File: src/rtl/ipq_pkg.sv
// rtl/ipq_pkg.sv - shared types and constants for the instruction prefetch queue
package ipq_pkg;

  localparam int IPQ_DATA_W  = 32;
  localparam int IPQ_ADDR_W  = 32;
  localparam int INSTR_BYTES = 4;

  // WAIT: one request granted, response pending.
  // DRAIN: the pending response belongs to a flushed stream and is dropped.
  typedef enum logic [1:0] {
    IDLE  = 2'd0,
    REQ   = 2'd1,
    WAIT  = 2'd2,
    DRAIN = 2'd3
  } ipq_state_t;

  typedef struct packed {
    logic [IPQ_DATA_W-1:0] instr;
    logic [IPQ_ADDR_W-1:0] pc;
  } ipq_entry_t;

endpackage

File: src/rtl/ipq_fifo.sv
// rtl/ipq_fifo.sv - circular buffer of fetched instruction/PC entries
module ipq_fifo
  import ipq_pkg::*;
#(
  parameter int  DEPTH = 4,
  localparam int PW    = $clog2(DEPTH),
  localparam int CW    = $clog2(DEPTH + 1)
) (
  input  logic          clk,
  input  logic          nrst,
  input  logic          push,
  input  ipq_entry_t    push_data,
  input  logic          pop,
  input  logic          flush,
  output logic [CW-1:0] count,
  output logic          empty,
  output logic          full,
  output ipq_entry_t    head
);

  // Pointers carry one extra wrap bit so full and empty are distinguishable.
  logic [PW:0] wr_ptr;
  logic [PW:0] rd_ptr;
  ipq_entry_t  mem [DEPTH];

  assign empty = (wr_ptr == rd_ptr);
  assign full  = (wr_ptr[PW] != rd_ptr[PW]) && (wr_ptr[PW-1:0] == rd_ptr[PW-1:0]);
  assign count = CW'(wr_ptr - rd_ptr);
  assign head  = mem[rd_ptr[PW-1:0]];

  // Pointer update; flush discards every entry at once.
  always_ff @(posedge clk or negedge nrst) begin
    if (!nrst) begin
      wr_ptr <= '0;
      rd_ptr <= '0;
    end else if (flush) begin
      wr_ptr <= '0;
      rd_ptr <= '0;
    end else begin
      if (push && !full) begin
        wr_ptr <= wr_ptr + 1'b1;
      end
      if (pop && !empty) begin
        rd_ptr <= rd_ptr + 1'b1;
      end
    end
  end

  // Entry storage; contents are only observed through valid pointers.
  always_ff @(posedge clk) begin
    if (push && !full && !flush) begin
      mem[wr_ptr[PW-1:0]] <= push_data;
    end
  end

endmodule

File: src/rtl/instr_prefetch_queue.sv
// rtl/instr_prefetch_queue.sv - autonomous instruction prefetcher with redirect and flush
module instr_prefetch_queue
  import ipq_pkg::*;
#(
  parameter int                DATA_W   = IPQ_DATA_W,
  parameter int                ADDR_W   = IPQ_ADDR_W,
  parameter int                DEPTH    = 4,
  parameter logic [ADDR_W-1:0] RESET_PC = '0,
  localparam int               CW       = $clog2(DEPTH + 1)
) (
  input  logic              clk,
  input  logic              nrst,
  output logic              imem_req,
  output logic [ADDR_W-1:0] imem_addr,
  input  logic              imem_gnt,
  input  logic              imem_rvalid,
  input  logic [DATA_W-1:0] imem_rdata,
  input  logic              redirect_valid,
  input  logic [ADDR_W-1:0] redirect_pc,
  output logic              instr_valid,
  output logic [DATA_W-1:0] instr,
  output logic [ADDR_W-1:0] instr_pc,
  input  logic              instr_ready,
  output logic [CW-1:0]     count
);

  ipq_state_t        state;
  ipq_state_t        state_nxt;
  logic [ADDR_W-1:0] fetch_pc;
  logic [ADDR_W-1:0] issued_pc;
  logic [ADDR_W-1:0] redirect_pc_al;
  logic              issue;
  logic              push;
  logic              pop;
  logic [CW-1:0]     q_count;
  logic              q_empty;
  logic              q_full;
  ipq_entry_t        push_entry;
  ipq_entry_t        head;
  logic [CW:0]       count_after_push;
  logic              space_now;
  logic              space_after_push;

  assign redirect_pc_al = {redirect_pc[ADDR_W-1:2], 2'b00};
  assign imem_addr      = {fetch_pc[ADDR_W-1:2], 2'b00};

  // A redirect wins over both queue operations in its cycle.
  assign issue = (state == REQ) && imem_gnt;
  assign push  = (state == WAIT) && imem_rvalid && !redirect_valid;
  assign pop   = !q_empty && instr_ready && !redirect_valid;

  // Only one request is ever outstanding, so a slot must be free once the
  // current response lands before the next request may be presented.
  assign count_after_push = {1'b0, q_count} + (CW + 1)'(1) - (CW + 1)'(pop);
  assign space_after_push = count_after_push < (CW + 1)'(DEPTH);
  assign space_now        = q_count < CW'(DEPTH);

  assign push_entry.instr = imem_rdata;
  assign push_entry.pc    = issued_pc;

  ipq_fifo #(
    .DEPTH (DEPTH)
  ) u_fifo (
    .clk       (clk),
    .nrst      (nrst),
    .push      (push),
    .push_data (push_entry),
    .pop       (pop),
    .flush     (redirect_valid),
    .count     (q_count),
    .empty     (q_empty),
    .full      (q_full),
    .head      (head)
  );

  assign instr_valid = !q_empty;
  assign instr       = instr_valid ? head.instr : '0;
  assign instr_pc    = instr_valid ? head.pc : '0;
  assign count       = q_count;

  // Fetch state register.
  always_ff @(posedge clk or negedge nrst) begin
    if (!nrst) begin
      state <= IDLE;
    end else begin
      state <= state_nxt;
    end
  end

  // Next state and request strobe; a redirect decides whether a response is still owed.
  always_comb begin
    state_nxt = state;
    imem_req  = 1'b0;
    case (state)
      IDLE: begin
        if (space_now) begin
          state_nxt = REQ;
        end
      end
      REQ: begin
        imem_req = 1'b1;
        if (imem_gnt) begin
          state_nxt = WAIT;
        end
      end
      WAIT: begin
        if (imem_rvalid) begin
          state_nxt = space_after_push ? REQ : IDLE;
        end
      end
      DRAIN: begin
        if (imem_rvalid) begin
          state_nxt = REQ;
        end
      end
      default: state_nxt = IDLE;
    endcase
    if (redirect_valid) begin
      case (state)
        REQ:         state_nxt = imem_gnt ? DRAIN : REQ;
        WAIT, DRAIN: state_nxt = imem_rvalid ? REQ : DRAIN;
        default:     state_nxt = REQ;
      endcase
    end
  end

  // Next fetch address; the PC of a granted request is held for its response.
  always_ff @(posedge clk or negedge nrst) begin
    if (!nrst) begin
      fetch_pc  <= RESET_PC;
      issued_pc <= '0;
    end else begin
      if (issue) begin
        issued_pc <= imem_addr;
      end
      if (redirect_valid) begin
        fetch_pc <= redirect_pc_al;
      end else if (issue) begin
        fetch_pc <= imem_addr + ADDR_W'(INSTR_BYTES);
      end
    end
  end

endmodule

File: config.mk
export PLATFORM = sky130hd
export DESIGN_NAME = instr_prefetch_queue
export DESIGN_NICKNAME = d
export VERILOG_FILES = /design/src/rtl/ipq_pkg.sv /design/src/rtl/ipq_fifo.sv /design/src/rtl/instr_prefetch_queue.sv
export SDC_FILE = /design/constraint.sdc
export NUM_CORES = 1
export LEC_CHECK = 0
export ABC_AREA = 1
export CORE_ASPECT_RATIO = 1.25
export CORE_MARGIN = 2
export CORE_UTILIZATION = 45
export CTS_CLUSTER_DIAMETER = 150
export DETAILED_ROUTE_END_ITERATION = 8
export PLACE_DENSITY_LB_ADDON = 0.25
export SYNTH_ARGS = -nofsm -noshare
export SYNTH_HDL_FRONTEND = slang
export SYNTH_SLANG_ARGS = --single-unit
File: constraint.sdc
create_clock -name clk -period 4.6 [get_ports clk]
set_input_delay 0.92 -clock clk [delete_from_list [all_inputs] [get_ports clk]]
set_output_delay 0.92 -clock clk [all_outputs]
set_load 0.01 [all_outputs]
==> load_flow_metrics.sql <==
INSERT INTO impl_metrics (metric_group, metric, value, unit) VALUES
('layout', 'layoutNonFillerInstCount', '1874', ''),
('sta', 'maxSlewViolCount', '0', ''),
('floorplanning', 'ios', '171', ''),
('run', 'cap_viol_max_count', '0', ''),
('setup_path', 'critical-path-slowest-cell', 'sky130_fd_sc_hd__buf_4', ''),
('grt', 'grt_pass1_vias', '9364', ''),
('setup_path', 'worst-endpoint-required', '3680', 'ps'),
('yosys', 'async_set_or_reset_register_ratio_after_synthesis', '0.2152', ''),
('layout', 'fillCellCount', '2601', ''),
('layout', 'layout.nets', '1529', ''),
('power_and_ir_drop', 'sw_pwr', '3.076', 'mW'),
('yosys', 'syn_area_per_cell', '10.44', 'um^2'),
('cts', 'ctsHtreeMaxLevel', '1', ''),
('layout', 'layout.cells.most_common', 'sky130_fd_sc_hd__nor2_1', ''),
('place', 'placement.cell_area', '15570', 'um^2'),
('floorplanning', 'start_util', '0.4541', ''),
('setup_path', 'worst-endpoint-arrival', '3380', 'ps'),
('cts', 'clk_path_buf_depth', '3', ''),
('setup_path', 'worst-r2r-cell-count', '5', ''),
('setup_path', 'path_max_fanout', '61', ''),
('setup_path', 'reg2reg_from', 'u_fifo.rd_ptr[0]', ''),
('cts', 'cts_tree', 'done', ''),
('drt', 'routed_wl', '32120', 'um'),
('cts', 'clkLatencyLatePin', '550', 'ps'),
('place', 'portBuffers', '164', ''),
('sta', 'min_period_over_period', '0.9337', ''),
('yosys', 'synthesis.area', '13550', 'um^2'),
('floorplanning', 'die_area', '31530', 'um^2'),
('yosys', 'number_of_enable_type_register_cells_in_the_synthesized_netlist', '248', ''),
('cts', 'clock_tree.root_cell', 'sky130_fd_sc_hd__clkbuf_16', ''),
('power_and_ir_drop', 'cellInternalPower', '6.266', 'mW'),
('yosys', 'ys.flop_type', 'sky130_fd_sc_hd__edfxtp_1', ''),
('sta', 'grt_setup_unrepaired', 'false', ''),
('sta', 'setup_viol_count_final', '0', ''),
('place', 'placed_cells_incl_taps', '1819', ''),
('place', 'place_congestion', '0.9493', ''),
('grt', 'grt_pass1_wl', '49830', 'um'),
('status', 'status', 'complete, no violations', ''),
('power_and_ir_drop', 'pwr-share-seq', '0.401', ''),
('drt', 'first_iter_violations', '534', ''),
('setup_path', 'timing.setup.critical_path_class', 'register to primary output', ''),
('power_and_ir_drop', 'total_leakage_power', '6.196', 'nW'),
('sta', 'final.min_clock_period', '4295', 'ps'),
('floorplanning', 'fp.coreArea', '29850', 'um^2'),
('layout', 'num_antenna_cells', '0', ''),
('setup_path', 'worst_path_largest_cell_delay', '650', 'ps'),
('yosys', 'ys_warn_count', '0', ''),
('drt', 'via_count_of_the_routed_design', '9519', ''),
('power_and_ir_drop', 'power.combinational.fraction', '0.326', ''),
('cts', 'post-cts-setup-buffer-count', '0', ''),
('sta', 'fin_worst_skew', '11.43', 'ps'),
('sta', 'totalNegativeSetupSlack', '0', 'ps'),
('yosys', 'synth_cell_type_count', '33', ''),
('power_and_ir_drop', 'power_density', '561.8', 'nW/um^2'),
('setup_path', 'reg2reg_setup_slack', '2130', 'ps'),
('drt', 'routed_wirelength_normalized_by_instance_count', '17.14', 'um'),
('power_and_ir_drop', 'irDropWorstVdd', '0.2401', 'mV'),
('drt', 'vias_per_cell', '5.080', ''),
('yosys', 'synth_sequential_area_ratio', '0.6750', ''),
('cts', 'post_cts_resized', '0', ''),
('power_and_ir_drop', 'power.clock.fraction', '0.273', ''),
('sta', 'max_freq', '0.2328', 'GHz'),
('setup_path', 'crit_path_end_kind', 'primary output', ''),
('grt', 'grt_max_degree', '72', ''),
('yosys', 'ys_ff_latch', '316', ''),
('drt', 'drtAntennaViolNets', '0', ''),
('power_and_ir_drop', 'p_sw_frac', '0.3292', ''),
('sta', 'worst_pin_slew', '906.6', 'ps'),
('cts', 'path_clk_slew', '70', 'ps'),
('sta', 'slew-limit-headroom', '0.3956', ''),
('sta', 'finalHoldViolCount', '0', '');
[state kept, by name (all words and copies together), names as in the netlist]
| name | count |
|---|---|
| fetch_pc | 30 |
| issued_pc | 30 |
| state | 2 |
| u_fifo.mem | 248 |
| u_fifo.rd_ptr | 3 |
| u_fifo.wr_ptr | 3 |
[how the worst max path moves through the flow]
stage	startpoint	endpoint	slack, ps
after global placement	u_fifo.rd_ptr[0]	instr[2]	870
final	u_fifo.rd_ptr[0]	instr[11]	300
after CTS	u_fifo.rd_ptr[0]	instr[2]	250
after global routing	u_fifo.rd_ptr[0]	instr[10]	50
after floorplan	redirect_valid	u_fifo.mem[0][0]	-60
after detailed placement	u_fifo.rd_ptr[0]	instr[2]	840
[cells in the mapped netlist, types with 7 or more instances]
master,count,share of area
sky130_fd_sc_hd__nor2_1,297,0.082
sky130_fd_sc_hd__edfxtp_1,248,0.55
sky130_fd_sc_hd__nand2_1,209,0.058
sky130_fd_sc_hd__o21ai_0,181,0.067
sky130_fd_sc_hd__a21oi_1,68,0.025
sky130_fd_sc_hd__dfrtp_1,68,0.13
sky130_fd_sc_hd__inv_1,64,0.018
sky130_fd_sc_hd__buf_2,32,0.012
sky130_fd_sc_hd__nand3_1,32,0.012
sky130_fd_sc_hd__clkbuf_1,21,0.0058
sky130_fd_sc_hd__xor2_1,10,0.0065
sky130_fd_sc_hd__ha_1,8,0.0074
sky130_fd_sc_hd__inv_2,8,0.0022
sky130_fd_sc_hd__nor2_2,7,0.0032
sky130_fd_sc_hd__nor2_4,7,0.0058
[area by class of cell]
type / instances / area, um^2 / share of cell area
clock inverters: 15 / 100.1 / 0.006019
repair buffers: 183 / 1792 / 0.1077
flip-flops and latches: 316 / 9154 / 0.5504
clock buffers: 40 / 957.2 / 0.05756
well taps: 401 / 501.7 / 0.03017
inverters: 74 / 280.3 / 0.01685
multi-input cells: 845 / 3845 / 0.2312
[per-layer routing]
layer	vias up	share of wire	track usage
met5	-	0.00040	0
met4	2	0.033	0.07677
met3	58	0.053	0.02765
met2	283	0.50	0.3596
met1	4522	0.42	0.2473
li1	4654	-	-
[kinds of logic (layout without fill, tap and decap cells)]
group,Yosys count,after routing,share of synthesized area
AO/OA/AOI/OAI,257,257,0.09629
buffers and inverters,140,312,0.04431
other,1,4,0.0002767
XOR/XNOR,11,11,0.007108
AND/OR/NAND/NOR,564,564,0.1681
adder cells (fa/ha/maj),9,9,0.008863
flip-flops,316,316,0.6750
[critical path, delay by kind of cell, from the launching register on]
kind	cells	cell delay, ps
AND/OR/NAND/NOR	2	240
AO/OA/AOI/OAI	2	280
flip-flops	1	500
buffers and inverters	3	1750
[power by group through the flow]
| stage | Combinational [mW] | Sequential (mW) | Clock [mW] |
|---|---|---|---|
| 3_5_place_dp | 3.09 | 3.79 | 0 |
| 4_1_cts | 3.10 | 3.74 | 2.60 |
| 6_report | 3.05 | 3.74 | 2.55 |
| 3_3_place_gp | 3.05 | 3.78 | 0 |
| 5_1_grt | 3.38 | 3.78 | 2.71 |
| 2_1_floorplan | 1.66 | 3.72 | 0 |
[through the flow]
| stage | worst slack (ps) | hold slack [ps] | utilization | total power [mW] |
|---|---|---|---|---|
| 2_1_floorplan | -56.43 | 476.3 | - | 5.381 |
| 3_3_place_gp | 874.1 | 491.0 | 0.5217 | 6.836 |
| 3_5_place_dp | 836.4 | 499.7 | 0.5217 | 6.884 |
| 4_1_cts | 250.8 | 444.8 | 0.5571 | 9.445 |
| 5_1_grt | 53.93 | 488.5 | 0.5571 | 9.877 |
| 6_report | 305.0 | 436.9 | 0.5571 | 9.342 |
Note: power is estimated with default switching activity, not from simulation.
